**config.mk**
```make
export PLATFORM = sky130hd
export DESIGN_NAME = imem_boot_loader
export DESIGN_NICKNAME = d
export VERILOG_FILES = /design/src/rtl/imem_boot_loader.sv
export SDC_FILE = /design/constraint.sdc
export NUM_CORES = 2
export LEC_CHECK = 0
export CORE_AREA = 3 3 570 629
export CTS_BUF_LIST = sky130_fd_sc_hd__clkbuf_8
export DETAILED_ROUTE_END_ITERATION = 6
export DIE_AREA = 0 0 573 632
export PLACE_DENSITY = 0.62
export SLEW_MARGIN = 20
export SYNTH_ARGS = -nofsm -noshare
export SYNTH_HDL_FRONTEND = slang
export SYNTH_SLANG_ARGS = --single-unit
```
**constraint.sdc**
```tcl
create_clock -name clock -period 11.4 [get_ports clock]
set_clock_uncertainty 0.1 [all_clocks]
set_input_delay 2.28 -clock clock [delete_from_list [all_inputs] [get_ports clock]]
set_output_delay 2.28 -clock clock [all_outputs]
set_load 0.02 [all_outputs]
```
**src/rtl/imem_boot_loader.sv**
```systemverilog
// Instruction-side front end for cpu_part: streams a program into a local RAM,
// pulses start, serves fetches combinationally and parks on HALT.
module imem_boot_loader #(
  parameter int               ADDR_W   = 8,
  parameter int               DATA_W   = 16,
  parameter logic [DATA_W-1:0] NOP_WORD = 16'h0000,
  parameter logic [4:0]       HALT_OP  = 5'b00001
) (
  input  logic              clock,
  input  logic              reset,
  input  logic              load_valid,
  input  logic [DATA_W-1:0] load_data,
  input  logic              load_last,
  output logic              load_ready,
  input  logic [ADDR_W-1:0] i_addr,
  output logic [DATA_W-1:0] i_datain,
  output logic              start,
  output logic              enable,
  output logic              running,
  output logic              halted,
  output logic [ADDR_W:0]   word_count
);

  localparam int CW = ADDR_W + 1;
  localparam int DEPTH = 2 ** ADDR_W;
  localparam logic [ADDR_W-1:0] LAST_ADDR = '1;

  typedef enum logic [2:0] {
    S_IDLE,
    S_LOAD,
    S_BOOT,
    S_RUN,
    S_HALTED
  } state_t;

  state_t            state_q, state_d;
  logic [ADDR_W-1:0] wr_ptr_q, wr_ptr_d;
  logic [CW-1:0]     word_count_q, word_count_d;
  logic              load_ready_q, load_ready_d;
  logic              start_q, start_d;
  logic              enable_q, enable_d;
  logic              running_q, running_d;
  logic              halted_q, halted_d;

  logic [DATA_W-1:0] ram_q [DEPTH];
  logic              wr_en;
  logic [ADDR_W-1:0] wr_addr;
  logic [DATA_W-1:0] ram_rdata;
  logic              xfer;
  logic              halt_seen;

  assign xfer = load_valid && load_ready_q;

  // Program storage is intentionally left out of reset.
  always_ff @(posedge clock) begin
    if (wr_en) begin
      ram_q[wr_addr] <= load_data;
    end
  end

  // Fetch path is zero-latency; running_q gates it so every other state sees NOP.
  assign ram_rdata = ram_q[i_addr];
  assign i_datain  = running_q ? ram_rdata : NOP_WORD;
  assign halt_seen = running_q && (i_datain[DATA_W-1 -: 5] == HALT_OP);

  always_comb begin
    state_d      = state_q;
    wr_ptr_d     = wr_ptr_q;
    word_count_d = word_count_q;
    wr_en        = 1'b0;
    wr_addr      = wr_ptr_q;

    case (state_q)
      S_IDLE, S_HALTED: begin
        if (xfer) begin
          wr_en        = 1'b1;
          wr_addr      = '0;
          wr_ptr_d     = ADDR_W'(1);
          word_count_d = CW'(1);
          state_d      = load_last ? S_BOOT : S_LOAD;
        end
      end
      S_LOAD: begin
        if (xfer) begin
          wr_en        = 1'b1;
          wr_addr      = wr_ptr_q;
          wr_ptr_d     = wr_ptr_q + ADDR_W'(1);
          word_count_d = word_count_q + CW'(1);
          // A full RAM acts as an implicit last word.
          if (load_last || (wr_ptr_q == LAST_ADDR)) begin
            state_d = S_BOOT;
          end
        end
      end
      S_BOOT: begin
        state_d = S_RUN;
      end
      S_RUN: begin
        if (halt_seen) begin
          state_d = S_HALTED;
        end
      end
      default: begin
        state_d = S_IDLE;
      end
    endcase

    // Outputs are registered from the next state so they line up with state_q.
    load_ready_d = (state_d == S_IDLE) || (state_d == S_LOAD) || (state_d == S_HALTED);
    start_d      = (state_d == S_BOOT);
    enable_d     = (state_d == S_BOOT) || (state_d == S_RUN) || (state_d == S_HALTED);
    running_d    = (state_d == S_RUN);
    halted_d     = (state_d == S_HALTED);
  end

  always_ff @(posedge clock or negedge reset) begin
    if (!reset) begin
      state_q      <= S_IDLE;
      wr_ptr_q     <= '0;
      word_count_q <= '0;
      load_ready_q <= 1'b1;
      start_q      <= 1'b0;
      enable_q     <= 1'b0;
      running_q    <= 1'b0;
      halted_q     <= 1'b0;
    end else begin
      state_q      <= state_d;
      wr_ptr_q     <= wr_ptr_d;
      word_count_q <= word_count_d;
      load_ready_q <= load_ready_d;
      start_q      <= start_d;
      enable_q     <= enable_d;
      running_q    <= running_d;
      halted_q     <= halted_d;
    end
  end

  assign load_ready = load_ready_q;
  assign start      = start_q;
  assign enable     = enable_q;
  assign running    = running_q;
  assign halted     = halted_q;
  assign word_count = word_count_q;

endmodule

```
-- Yosys cells after proc, flatten, opt, wreduce, memory -nomap -nowiden
Memory sizes are Yosys's and may differ from the RTL's.
Cells that the tools add are included.
Widths: inputs -> output; s select.
- flip-flop bits (word level): 25
- memory bits (writable): 4096
- input bits: 28
- output and inout bits: 30
- logic and storage cells: 55
- memories kept: 1
- add/subtract/negate cells: 2
- equal/unequal tests: 12
- multiplexer cells: 19
- reduce and logical (&&, ||, !) cells: 13
- memory list (name ; depth ; bits a word ; rd ports ; clocked after Yosys merged registers in ; write ports ; RTL line ; RTL):
    ram_q ; 256 ; 16 ; 1 ; 0 ; 1 ; 45 ; logic [DATA_W-1:0] ram_q [DEPTH];
- operator list (kind ; count):
    $mux 8 ; 4
    $mux 9 ; 2
    $pmux 9 s2 ; 1
    $mux 16 ; 1
    $pmux 8 s2 ; 1
    $eq 3x2->1 const B ; 4
    $mux 3 ; 4
    $pmux 3 s4 ; 1
    $add 9x1->9 const B ; 1
    $add 8x1->8 const B ; 1
    $eq 8x8->1 const B ; 1
    $eq 3x1->1 const B ; 2
    $eq 3x3->1 const B ; 2
    $logic_not 3->1 ; 2
    $eq 5x1->1 const B ; 1
    $logic_or 1x1->1 ; 5
    $mux 1 ; 4
    $ne 2x2->1 const B ; 2
    $reduce_and 3->1 ; 1
    $reduce_or 3->1 ; 1
    $logic_and 1x1->1 ; 2
    $mux 2 ; 1
    $reduce_bool 2->1 ; 1
    $reduce_or 2->1 ; 1

-- Longest topological paths before layout
An unclocked memory read counts as a cell.
- depth in word-level cells: 9
- gate-level depth with buffers: 16
- depth with buffers taken out: 9

-- Worst setup path after synthesis
No wires, ideal clock.
- path kind: in2out
- start point: input port i_addr[1]
- end point: output port i_datain[0]
- data arrival time: 5127 ps
- data required time: 9020 ps
- setup slack: 3893 ps
- stages on the path: 9
- buffers on the path: 4
- cells stage by stage: buf_2 buf_2 buf_2 buf_1 mux4_2 mux4_2 mux4_2 mux4_2 and2_1
- word-level cells in the longest chain between the ends: 2
- ends and longest elaborated chain (what ; RTL line ; RTL):
    start, declared ; 15 ; input logic [ADDR_W-1:0] i_addr,
    $mem_v2 256x16 ; - ;
    $mux 16 ; 63 ; assign i_datain = running_q ? ram_rdata : NOP_WORD;
    end, declared ; 16 ; output logic [DATA_W-1:0] i_datain,
No other way between the ends.

-- Worst setup path in the final report
- start point: input port i_addr[2]
- end point: output port i_datain[15]
The elaborated chain is that of the path after synthesis.

==> flow_summary.toml <==
[worst_hold_path]
holdCritStartpoint = "state_q[1]"
holdPathEnd = "state_q[0]"
whs_path_depth = 1
hold_path_class = "flip-flop to flip-flop"

[yosys]
synth_area_per_cell_sq_um = 23.8
netlist_area_sq_um = 158000
synth_warnings = 0
ys_types = 66
synth_edf_count = 4096
synth_async_sr_flop_share_pct = 0.607
yosysSeqAreaShare_pct = 78.1
syn-instance-count = 6666
synth.net_count = 6696
ys_ff_latch = 4121
synth_ff_type = "edfxtp_1"

[pwr]
total_power_mw = 30.0
power_density_nw_per_um2 = 168
internal_power_mw = 22.9
p_sw_mw = 7.10
leakage_nw = 55.8
pwr-share-clk_pct = 37.4
pwr-share-comb_pct = 6.5
ir_drop_mv = 0.108
pwr-share-seq_pct = 56.0
swShare_pct = 23.7

[route]
first_iter_violations = 10300
vias = 76900
avgViaCountPerCell = 6.09
drc = 0
finalWirelength_um = 434000
wl_per_cell_um = 34.4
antenna_left = 0
first_pass_iters = 6

[floorplanning]
dieArea_sq_um = 362000
chipHeight_um = 632
top_level_ports = 58
start_util_pct = 44.9
fp.dieW_um = 573
rows = 229
core_sq_um = 353000

[sta]
setup_viol_count_final = 0
tightest_slew_ps = 1290
slew_violations = 0
fmax_mhz = 105
postLayoutSetupSlackWorst_ps = 1860
hold_violations = 0
relSlewSlack_pct = 13.5
fin_crit_ps = 9540
tns_ps = 0
rsz0062_at_grt = "false"
period_share_pct = 83.7

[clocking]
cts_root_buffer = "clkbuf_8"
cts_resized = 0
cts.sinks = 4121
path_clk_slew_ps = 60
numCtsBuffers = 634
clockBufferDepth = 4
post_cts_buffers = 0
tritoncts = "built"
insertion_delay_ps = 1210
cts_hold_buf = 0
htree_levels = 6

[cells_and_area]
nFillCells = 27700
multi_input_area_sq_um = 33300
layout.nets = 7433
drive_above_1_share_pct = 32.1
fin_cells = 12600
area_delta_synth_final_pct = 12.6
seqCellArea_sq_um = 124000

[worst_setup_path]
cp.arrival_ps = 7160
reg2reg_to = "ram_q[42][9]"
cp-end-kind = "output port"
cp_slowest_cell = "clkdlybuf4s50_1"
path_delay_family = "buffers and inverters"
slowest_delay_ps = 770
r2r_cells = 7
crit_type = "input pin to output port"
worst_setup_path_start_kind = "input pin"
cpMostUsedCell = "buf_4"
r2r_setup_slack_ps = 5890
crit_required_ps = 9020
timing.rr.start = "load_ready"
worst-path-buf-inv = 4
crit_path_cell_trace = "buf_8, buf_4, buf_4, mux4_2, mux2i_1, o2111ai_1, or4_1, o21ba_2, a21oi_1, a2111o_1, nor2_1, clkdlybuf4s50_1"
crit_fanout = 61

[place]
dp.cells = 11500
port_buffers = 57
dp_hpwl_um = 259000
gp_congestion = 0.894
post-place-ws_ps = 1800

[grt]
grtUsageMet2_pct = 38.2
gr-usage-met3_pct = 5.33
grt_max_degree = 159
groute.layer.met1.usage_pct = 31.5
grt_overflow_total = 0
grt_pass1_wl_um = 609000
antenna_found_initial = 36
grt_pass1_vias = 78100
grtUsageTotal_pct = 23.7
top_usage_layer = "met2"

[status]
status = "completed"

[run]
cap_violations = 0
-- kinds of logic (layout without fill, tap and decap cells) --
group           Yosys count  in the layout  share of synthesized area, %
compound gates          202            202                         0.891
xor+xnor                 11             11                        0.0608
fa+ha+maj                 2              2                        0.0158
buf+inv                 376           1584                          1.10
flops                  4121           4121                          78.1
mux                    1339           1339                          18.1
other cells               0             20                             0
simple gates            615            615                          1.72
-- final cells by class --
class,instances,share of cell area [%]
sequential,4121,69.3
multi-input combinational,2169,18.7
clock buffer,636,4.91
tap,4735,3.32
timing repair buffer,467,2.28
clock inverter,471,1.42
antenna,20,0.0281
inverter,10,0.0260
-- cell usage after synthesis, types with 7 or more instances --
| cell type | n | area [sq um] |
|---|---|---|
| mux2i_1 | 109 | 1090 |
| a31oi_1 | 13 | 81.3 |
| nand2b_1 | 9 | 56.3 |
| buf_2 | 154 | 771 |
| xor2_1 | 10 | 87.6 |
| clkbuf_1 | 128 | 480 |
| nor3_1 | 15 | 75.1 |
| nor2b_1 | 25 | 156 |
| buf_1 | 53 | 199 |
| mux2_2 | 8 | 90.1 |
| buf_4 | 24 | 180 |
| nand4_1 | 16 | 100 |
| o22ai_1 | 7 | 43.8 |
| a2111oi_0 | 10 | 87.6 |
| nand2_1 | 112 | 420 |
| a211oi_1 | 16 | 120 |
| o21ai_0 | 25 | 125 |
| mux4_2 | 1222 | 27500 |
| and2_1 | 23 | 144 |
| nand3_1 | 58 | 290 |
| inv_1 | 7 | 26.3 |
| nor2_1 | 317 | 1190 |
| buf_6 | 7 | 78.8 |
| a221oi_1 | 15 | 131 |
| edfxtp_1 | 4096 | 123000 |
| a21oi_1 | 43 | 215 |
| dfrtp_1 | 24 | 601 |
| a22oi_1 | 31 | 233 |
-- power by group through the flow --
stage | logic [mW] | registers, mW | clock network [mW]
after floorplan | 0.957 | 17.1 | 0
after global placement | 1.92 | 17.1 | 0
after detailed placement | 1.95 | 17.1 | 0
after CTS | 1.96 | 16.8 | 11.4
after global routing | 2.03 | 16.8 | 12.1
final | 1.96 | 16.8 | 11.2
-- routing by layer --
layer | vias to the layer above | wire [um]
met5 | - | 103
met4 | 16 | 19500
met3 | 860 | 39600
met2 | 4115 | 211000
met1 | 41800 | 164000
li1 | 30200 | -
-- worst max-delay path by stage --
stage,end,startpoint,cells after the start
final,i_datain[15],i_addr[2],12
after detailed placement,i_datain[13],i_addr[0],10
after CTS,i_datain[13],i_addr[0],10
after global placement,i_datain[13],i_addr[0],10
after global routing,i_datain[13],i_addr[0],10
after floorplan,i_datain[0],i_addr[1],9
-- cells in the final DEF, fill, tap and decap left out, types with 23 or more instances in the layout --
cell / Yosys / routed
and2_1: 23 / 23
clkdlybuf4s50_1: 0 / 34
clkinv_1: 0 / 137
edfxtp_1: 4096 / 4096
nor2_1: 317 / 228
nor2b_1: 25 / 25
clkbuf_8: 0 / 652
inv_1: 7 / 218
clkinv_2: 0 / 56
mux4_2: 1222 / 1222
nand2_1: 112 / 111
nor2_2: 0 / 71
nand3_1: 58 / 56
dfrtp_1: 24 / 24
a22oi_1: 31 / 31
buf_4: 24 / 383
a21oi_1: 43 / 42
mux2i_1: 109 / 109
-- registers in the layout, indices dropped and copies added, names as in the netlist --
register	cells
running	1
load_ready	1
halted	1
enable	1
start	1
state_q	3
wr_ptr_q	8
word_count	9
ram_q	4096
-- per-stage QoR --
step,instance area (sq um),hold slack (ps),util [%]
detailed placement,167000,418,47.3
global route,178000,455,50.5
finish,178000,436,50.5
floorplan,158000,374,-
global placement,167000,396,47.3
CTS,178000,428,50.5
No activity file was read; power rests on OpenSTA's default activity.
